## src/rtl/cplx_sched_pkg.sv

```systemverilog
// Shared types and widths for the round-robin complex-unit scheduler.
// Optional grant statistics are enabled with the CPLX_SCHED_STATS_EN macro.
package cplx_sched_pkg;

    localparam int CPLX_W = 32;
    localparam int LANE_W = 16;

    typedef enum logic [1:0] {
        IDLE = 2'd0,
        EXEC = 2'd1,
        RESP = 2'd2
    } state_t;

    typedef enum logic {
        OP_ADD  = 1'b0,
        OP_CONJ = 1'b1
    } op_t;

endpackage

```

## src/rtl/complex.sv

```systemverilog
// Combinational complex unit: packed {real, imag} lanes, wrap-around arithmetic.
// op=0 adds a and b lane-wise; op=1 returns the conjugate of a.
module complex
    import cplx_sched_pkg::*;
(
    input  logic              op,
    input  logic [CPLX_W-1:0] a,
    input  logic [CPLX_W-1:0] b,
    output logic [CPLX_W-1:0] c
);

    logic [LANE_W-1:0] a_re;
    logic [LANE_W-1:0] a_im;
    logic [LANE_W-1:0] b_re;
    logic [LANE_W-1:0] b_im;

    assign a_re = a[CPLX_W-1:LANE_W];
    assign a_im = a[LANE_W-1:0];
    assign b_re = b[CPLX_W-1:LANE_W];
    assign b_im = b[LANE_W-1:0];

    // Negating 0x8000 wraps back to 0x8000, matching two's complement hardware.
    always_comb begin
        c = '0;
        if (op_t'(op) == OP_CONJ) begin
            c = {a_re, LANE_W'(16'h0000 - a_im)};
        end else begin
            c = {LANE_W'(a_re + b_re), LANE_W'(a_im + b_im)};
        end
    end

endmodule

```

## src/rtl/cplx_rr_pick.sv

```systemverilog
// Combinational round-robin picker: first valid requester at or after ptr,
// wrapping modulo NUM_REQ. Outputs a one-hot grant, its index and an any flag.
module cplx_rr_pick #(
    parameter int NUM_REQ = 4,
    parameter int PW      = 2
) (
    input  logic [NUM_REQ-1:0] valid,
    input  logic [PW-1:0]      ptr,
    output logic [NUM_REQ-1:0] grant,
    output logic [PW-1:0]      grant_idx,
    output logic               any
);

    logic [PW-1:0] idx;

    always_comb begin
        grant     = '0;
        grant_idx = '0;
        any       = 1'b0;
        idx       = '0;
        for (int k = 0; k < NUM_REQ; k++) begin
            idx = PW'((int'(ptr) + k) % NUM_REQ);
            if (!any && valid[idx]) begin
                any        = 1'b1;
                grant_idx  = idx;
                grant[idx] = 1'b1;
            end
        end
    end

endmodule

```

## src/rtl/cplx_rr_sched.sv

```systemverilog
// Round-robin scheduler sharing one complex unit between NUM_REQ requesters.
// Define CPLX_SCHED_STATS_EN to add saturating per-requester grant counters (grant_cnt).
module cplx_rr_sched
    import cplx_sched_pkg::*;
#(
    parameter int NUM_REQ = 4,
    parameter int CNT_W   = 16
) (
    input  logic                      clk,
    input  logic                      rst,
    input  logic [NUM_REQ-1:0]        req_valid,
    output logic [NUM_REQ-1:0]        req_ready,
    input  logic [NUM_REQ-1:0]        req_op,
    input  logic [NUM_REQ*CPLX_W-1:0] req_a,
    input  logic [NUM_REQ*CPLX_W-1:0] req_b,
    output logic [NUM_REQ-1:0]        rsp_valid,
    input  logic [NUM_REQ-1:0]        rsp_ready,
    output logic [CPLX_W-1:0]         rsp_data,
    output logic                      busy
`ifdef CPLX_SCHED_STATS_EN
    ,
    output logic [NUM_REQ*CNT_W-1:0]  grant_cnt
`endif
);

    localparam int PW = (NUM_REQ > 1) ? $clog2(NUM_REQ) : 1;

    if (NUM_REQ < 1 || NUM_REQ > 8) begin : g_bad_num_req
        $error("cplx_rr_sched: NUM_REQ must be in 1..8");
    end
    if (CNT_W < 1) begin : g_bad_cnt_w
        $error("cplx_rr_sched: CNT_W must be at least 1");
    end

    // Valid/ready: a request transfers in a cycle where req_valid[i] and
    // req_ready[i] are both high; a response transfers when rsp_valid[owner]
    // and rsp_ready[owner] are both high. Ready is only offered in IDLE.

    state_t            state;
    logic [PW-1:0]     rr_ptr;
    logic [PW-1:0]     owner;
    op_t               op_q;
    logic [CPLX_W-1:0] a_q;
    logic [CPLX_W-1:0] b_q;
    logic [CPLX_W-1:0] c;

    logic [NUM_REQ-1:0] grant;
    logic [PW-1:0]      grant_idx;
    logic               grant_any;
    logic [PW-1:0]      next_ptr;

    logic [CPLX_W-1:0] a_arr [NUM_REQ];
    logic [CPLX_W-1:0] b_arr [NUM_REQ];

    for (genvar i = 0; i < NUM_REQ; i++) begin : g_unpack
        assign a_arr[i] = req_a[i*CPLX_W +: CPLX_W];
        assign b_arr[i] = req_b[i*CPLX_W +: CPLX_W];
    end

    cplx_rr_pick #(
        .NUM_REQ (NUM_REQ),
        .PW      (PW)
    ) u_pick (
        .valid     (req_valid),
        .ptr       (rr_ptr),
        .grant     (grant),
        .grant_idx (grant_idx),
        .any       (grant_any)
    );

    complex u_complex (
        .op (op_q),
        .a  (a_q),
        .b  (b_q),
        .c  (c)
    );

    // Ready follows valid in the same cycle; gated by rst so it reads 0 during reset.
    assign req_ready = (state == IDLE && !rst) ? grant : '0;
    assign next_ptr  = (grant_idx == PW'(NUM_REQ - 1)) ? '0 : PW'(grant_idx + 1'b1);

    always_ff @(posedge clk or posedge rst) begin
        if (rst) begin
            state     <= IDLE;
            rr_ptr    <= '0;
            owner     <= '0;
            op_q      <= OP_ADD;
            a_q       <= '0;
            b_q       <= '0;
            rsp_valid <= '0;
            rsp_data  <= '0;
            busy      <= 1'b0;
        end else begin
            case (state)
                IDLE: begin
                    if (grant_any) begin
                        op_q   <= op_t'(req_op[grant_idx]);
                        a_q    <= a_arr[grant_idx];
                        b_q    <= b_arr[grant_idx];
                        owner  <= grant_idx;
                        rr_ptr <= next_ptr;
                        busy   <= 1'b1;
                        state  <= EXEC;
                    end
                end
                EXEC: begin
                    rsp_data  <= c;
                    rsp_valid <= NUM_REQ'(1) << owner;
                    state     <= RESP;
                end
                RESP: begin
                    if (rsp_ready[owner]) begin
                        rsp_valid <= '0;
                        busy      <= 1'b0;
                        state     <= IDLE;
                    end
                end
                default: begin
                    rsp_valid <= '0;
                    busy      <= 1'b0;
                    state     <= IDLE;
                end
            endcase
        end
    end

`ifdef CPLX_SCHED_STATS_EN
    for (genvar i = 0; i < NUM_REQ; i++) begin : g_stats
        logic [CNT_W-1:0] cnt;
        always_ff @(posedge clk or posedge rst) begin
            if (rst) begin
                cnt <= '0;
            end else if (req_ready[i] && req_valid[i] && cnt != {CNT_W{1'b1}}) begin
                cnt <= cnt + 1'b1;
            end
        end
        assign grant_cnt[i*CNT_W +: CNT_W] = cnt;
    end
`endif

endmodule
```

## config.mk

```make
export PLATFORM = sky130hd
export DESIGN_NAME = cplx_rr_sched
export DESIGN_NICKNAME = d
export VERILOG_FILES = /design/src/rtl/cplx_sched_pkg.sv /design/src/rtl/complex.sv /design/src/rtl/cplx_rr_pick.sv /design/src/rtl/cplx_rr_sched.sv
export SDC_FILE = /design/constraint.sdc
export NUM_CORES = 1
export LEC_CHECK = 0
export ABC_AREA = 0
export CORE_AREA = 2 2 121 123
export DETAILED_ROUTE_END_ITERATION = 12
export DIE_AREA = 0 0 123 125
export DONT_BUFFER_PORTS = 1
export GPL_ROUTABILITY_DRIVEN = 0
export PLACE_DENSITY = 0.74
export SLEW_MARGIN = 20
export SYNTH_ARGS = -nofsm -noshare
export SYNTH_HDL_FRONTEND = slang
export SYNTH_SLANG_ARGS = --single-unit
```

## constraint.sdc

```tcl
create_clock -name clk -period 3.8 [get_ports clk]
set_clock_uncertainty 0.15 [all_clocks]
set_input_delay 0.38 -clock clk [delete_from_list [all_inputs] [get_ports clk]]
set_output_delay 0.38 -clock clk [all_outputs]
set_load 0.05 [all_outputs]
```

; ---- Word-level counts from Yosys, hierarchy flattened
; Cells that the tools add are included.
[word_totals]
regBits = 108
input_bits = 270
out_inout_bits = 41
wordCells = 105
[op_classes]
n_addsub = 7
magnitude_cmp = 11
eq_ne = 5
shifts = 1
mux = 49
bitwise_logic = 6
reduce_logical = 17
[ops]
columns = cell, count
row1 = 32-bit two-way mux, 5
row2 = 32-bit binary-select mux with 2-bit select, 2
row3 = 16-bit adder, 2
row4 = 4-bit two-way mux, 6
row5 = "2-bit by 3-bit less-than comparator with 1-bit output, second input constant", 6
row6 = 1-bit two-way mux, 16
row7 = "1-bit by 16-bit subtractor with 16-bit output, first input constant", 1
row8 = 2-bit two-way mux, 7
row9 = 1-bit binary-select mux with 2-bit select, 6
row10 = 4-bit OR, 3
row11 = 4-bit one-hot mux with 3 select lines, 1
row12 = 1-bit demux with 2-bit select, 4
row13 = "2-bit by 1-bit >= comparator with 1-bit output, second input constant", 4
row14 = 1-bit logical AND, 8
row15 = 2-bit one-hot mux with 3 select lines, 1
row16 = 2-bit AND reduction, 3
row17 = "2-bit by 1-bit adder with 2-bit output, second input constant", 2
row18 = "2-bit adder, second input constant", 2
row19 = "2-bit == test, second input constant", 2
row20 = 1-bit logical NOT, 4
row21 = "2-bit inequality test, second input constant", 2
row22 = "1-bit by 2-bit left shift with 4-bit output, first input constant", 1
row23 = "3-bit >= comparator, second input constant", 1
row24 = 2-bit NOT with 3-bit output, 1
row25 = 5 further kinds, 6

; ---- Depth between registers and ports, before layout
[depth]
depth_word = 16
depth_mapped = 12
mapped_depth_nobuf = 9

; ---- Modules after synthesis
; A second synthesis with hierarchy kept.
[unflattened]
cells_unflattened = 677
hier_area_um2 = 8265.4
[modules_own_cells]
columns = module, instances, cells_each, area_per_inst_um2, seq_area_each_um2
row1 = cplx_rr_sched, 1, 327, 5770.5, 2702.6
row2 = complex, 1, 305, 2075.7, 0.0
row3 = cplx_rr_pick, 1, 45, 419.2, 0.0

; ---- Worst setup path before layout
; Ideal clock, no wire load.
[synth_path]
path_type = flip-flop to output port
startpoint = register rr_ptr[0]
endpoint = output req_ready[0]
arrival_ps = 2470
required_time_ps = 3270
slack_ps = 800
path_stages_with_launch = 9
cell_sequence = dfrtp_1 -> buf_6 -> inv_1 -> ha_1 -> mux4_2 -> nor2_1 -> o2111a_1 -> a221oi_1 -> nor2_1
[synth_between]
elab_chain_cells = 13
word_cells_on_any_way = 48
cone_classes = 3 x add/sub / 8 x order compare / 24 x mux / 3 x bitwise / 10 x reduce/logical
[synth_lines]
columns = element, line
row1 = "start, declared", cplx_rr_sched.sv:40  ; logic [PW-1:0] rr_ptr;
row2 = "start signal, assigned", cplx_rr_sched.sv:101  ; rr_ptr <= next_ptr;
row3 = "parallel branches: the longest is 11 deep, another holds 2-bit by 3-bit less-than comparator with 1-bit output", --
row4 = 4-bit two-way mux (*), cplx_rr_pick.sv:23  ; if (!any && valid[idx]) begin
row5 = 4-bit two-way mux (*), cplx_rr_sched.sv:79  ; assign req_ready = (state == IDLE && !rst) ? grant : '0;
row6 = "end, declared", cplx_rr_sched.sv:12  ; output logic [NUM_REQ-1:0] req_ready,
; Every way passes the cells marked *. The select of a mux whose other input is x is not followed.

; ---- Worst setup path after layout
[layout_path]
startpoint = register rr_ptr[0]
endpoint = output req_ready[3]
; The elaborated chain is that of the path after synthesis.

==> summary.md <==
| Metric | Value |
|---|---|
| Status | `finished clean` |
| DR iter-0 viols | `between 400 and 500` |
| Peak supply drop | `0.580 mV` |
| Hold WS | `0.173 ns` |
| CP arrival | `roughly 2.9 ns` |
| Root Buffer | `clkbuf_16` |
| R2r endpoint | `rr_ptr[1]$_DFFE_PP0P_` |
| Clock transition at path regs | `0.07 ns` |
| Finished Core Util | `61.1%` |
| Post-route setup slack | `0.344 ns` |
| Post-layout net count | `1179` |
| Slew Viols, Final | `0` |
| Hold WC Path Type | `input pin to flip-flop` |
| Slew at the pin with the worst max-slew slack | `0.863 ns` |
| Sink Count | `108` |
| Worst-path cell chain | `inv_1 -> ha_1 -> mux4_2 -> nor2_2 -> a22oi_1 -> nor2_1 -> a221oi_1 -> nor2_1 -> buf_4` |
| Hold Path Stages | `3` |
| Slew HR | `42.5%` |
| TritonRoute pass-1 iters | `5` |
| Initial antenna violation count | `0` |
| All-Layer GR Usage | `27.9%` |
| Synth unique cells | `54` |
| Power Total | `around 10 mW` |
| Die span in y | `125 um` |
| Via/cell ratio | `6.50` |
| Post-synthesis register bit count | `108` |
| Htree depth | `3` |
| Die Area | `15400 um2` |
| Core ar. | `between 10000 and 15000 um2` |
| Design area | `8670 um2` |
| Most common cell on crit path | `nor2_1` |
| CTS Buf Count | `9` |
| Setup CP Type | `flip-flop to output port` |
| EDFF count, synth | `0` |
| Inst Count DP | `1040` |
| Reg2reg start | `rr_ptr[0]$_DFFE_PP0P_` |
| DRC | `0` |
| Post-synthesis instance total | `900` |
| Critical Path Slowest Stage Cell | `dfrtp_1` |
| Maximum clock path buffer count | `2` |
| Fin crit period | `3.46 ns` |
| Hold path start | `req_b[100]` |
| First-pass GRT wire length | `33600 um` |
| Maximum clock frequency | `0.289 GHz` |
| Yosys warns | `0` |
| Critical path endpoint category | `output port` |
| Critical path peak fanout | `13` |
| Register area share after synthesis | `32.8%` |
| Reg2reg setup slack | `0.61 ns` |
| Register-to-Register Path Depth | `10` |
| CP startpoint kind | `flip-flop` |
| Largest net degree at the start of global routing | `67` |
| Row count | `44` |
| Final setup TNS | `0 ns` |
| P&R area growth vs syn | `5.33%` |
| Post-Route WL | `~22000 um` |
| HPWL after detailed placement | `about 17000 um` |
| Hold Path Sink | `b_q[4]$_DFFE_PP0P_` |
| # IOs | `311` |
| RSZ-0062 raised after global routing | `no` |
| Worst skew pair latency | `0.35 ns` |
| Commonest non-fill, non-tap cell in the layout | `mux2i_1` |
| Place WS | `0.630 ns` |
| PwrDens | `1200 nW/um2` |
| Number of global-route vias before repair | `6472` |
| Fin cells | `between 1k and 1.5k` |
| DR vias | `6859` |
| Most frequent cells in the layout | `mux2i_1 (139), nor2_1 (110), dfrtp_1 (107)` |
| Final ANT Viol Nets | `0` |
| Initial core utilization | `58.0%` |
| Total grt overflow | `0` |
| CTS tree | `done` |
| Tcrit/Tclk final | `90.9%` |
| Syn nets | `roughly 1.2k` |
| Asr flop ratio synth | `100%` |
| WL/cell | `~21 um` |
| MaxCap Viol Count | `0` |
| Required time worst endpoint | `3.27 ns` |
| Die Wd | `123 um` |
| Ys flop type | `dfrtp_1` |
| Antenna cell count | `0` |
| Layout cells sized above 1 | `6.20%` |
| PortBufs | `0` |
| Mean post-synth cell area | `9.15 um2` |
| Final hold violation count | `0` |
| Placed instance area | `8400 um2` |
| Final Setup Violations | `0` |
| Lkg Pwr | `3.95 nW` |
| CP max stage delay | `slightly below 0.7 ns` |
| Mapped Area | `8230 um2` |
## report_power, final
| group | switching, mW | leakage, nW | internal, mW |
|---|---|---|---|
| combinational | 3.59 | 2.50 | 2.87 |
| sequential | 1.33 | 1.33 | 1.74 |
| clock | 0.393 | 0.125 | 0.455 |
## layer usage
layer	vias up	global-route usage, %	wire [um]
li1	3297	-	-
met1	3212	37.0	9030
met2	323	45.4	10300
met3	27	6.75	1830
met4	0	7.69	464
met5	-	0	0
## flip-flops by register name (all words and copies together) (netlist names)
name       flops
a_q           32
rr_ptr         2
rsp_valid      4
rsp_data      32
state          2
owner          2
b_q           32
busy           1
op_q           1
## cell usage after synthesis (3+ instances only)
master | instances | area (um2)
ha_1 | 39 | 488
nand4_1 | 4 | 25.0
a211oi_1 | 7 | 52.6
a21o_1 | 7 | 52.6
o21ai_0 | 46 | 230
o211ai_1 | 5 | 37.5
nor2_1 | 110 | 413
a221o_1 | 65 | 651
nand2_1 | 53 | 199
a221oi_1 | 5 | 43.8
nand3_1 | 8 | 40.0
xor2_1 | 13 | 114
o21a_1 | 8 | 60.1
xnor2_1 | 24 | 210
inv_1 | 11 | 41.3
buf_2 | 16 | 80.1
buf_1 | 8 | 30.0
mux2_2 | 3 | 33.8
a22oi_1 | 4 | 30.0
buf_4 | 14 | 105
a21oi_1 | 39 | 195
o21bai_1 | 3 | 22.5
mux2i_1 | 139 | 1390
nor3_1 | 80 | 400
clkbuf_1 | 27 | 101
and3_1 | 6 | 37.5
nand2b_1 | 4 | 25.0
or3_1 | 8 | 50.1
dfrtp_1 | 108 | 2700
a31oi_1 | 5 | 31.3
## worst max-delay path by stage
stage,from,endpoint,slack [ns],cells after the start
floorplan,rst,a_q[0]$_DFFE_PP0P_,0.42,1
global placement,rr_ptr[0]$_DFFE_PP0P_,b_q[15]$_DFFE_PP0P_,0.77,9
detailed placement,rr_ptr[0]$_DFFE_PP0P_,rr_ptr[1]$_DFFE_PP0P_,0.63,10
finish,rr_ptr[0]$_DFFE_PP0P_,req_ready[3],0.34,9
global route,rr_ptr[0]$_DFFE_PP0P_,req_ready[3],0.10,9
CTS,rr_ptr[0]$_DFFE_PP0P_,req_ready[3],0.33,9
## critical path: cells and delay by family, from the launching register on
family	cells	cell delay, ns
DFF	1	0.68
and+or+nand+nor	3	0.51
adders and majority gates	1	0.42
muxes	1	0.41
buffers and inverters	2	0.39
AOI/OAI and AO/OA	2	0.17
## what timing repair did
action                    4_1_cts  5_1_grt
gates resized for setup         0        0
setup buffers                   0        0
hold endpoints to repair       57        0
hold buffers                    1        0
## final cells by class
type                       instances  area [um2]
timing repair buffer              24         270
multi-input combinational        713        5160
clock buffer                      12         246
inverter                          12        47.5
fill                            1252        5530
tap                              184         230
clock inverter                     2        12.5
sequential                       108        2700
## kinds of logic after synthesis
family / after synthesis / share of synthesized area, %
mux: 147 / 18.4
flops: 108 / 32.8
fa+ha+maj: 41 / 6.41
compound gates: 208 / 18.8
simple gates: 280 / 15.0
buf+inv: 79 / 4.66
xor+xnor: 37 / 3.94
Power figures use the tool's default switching activity.
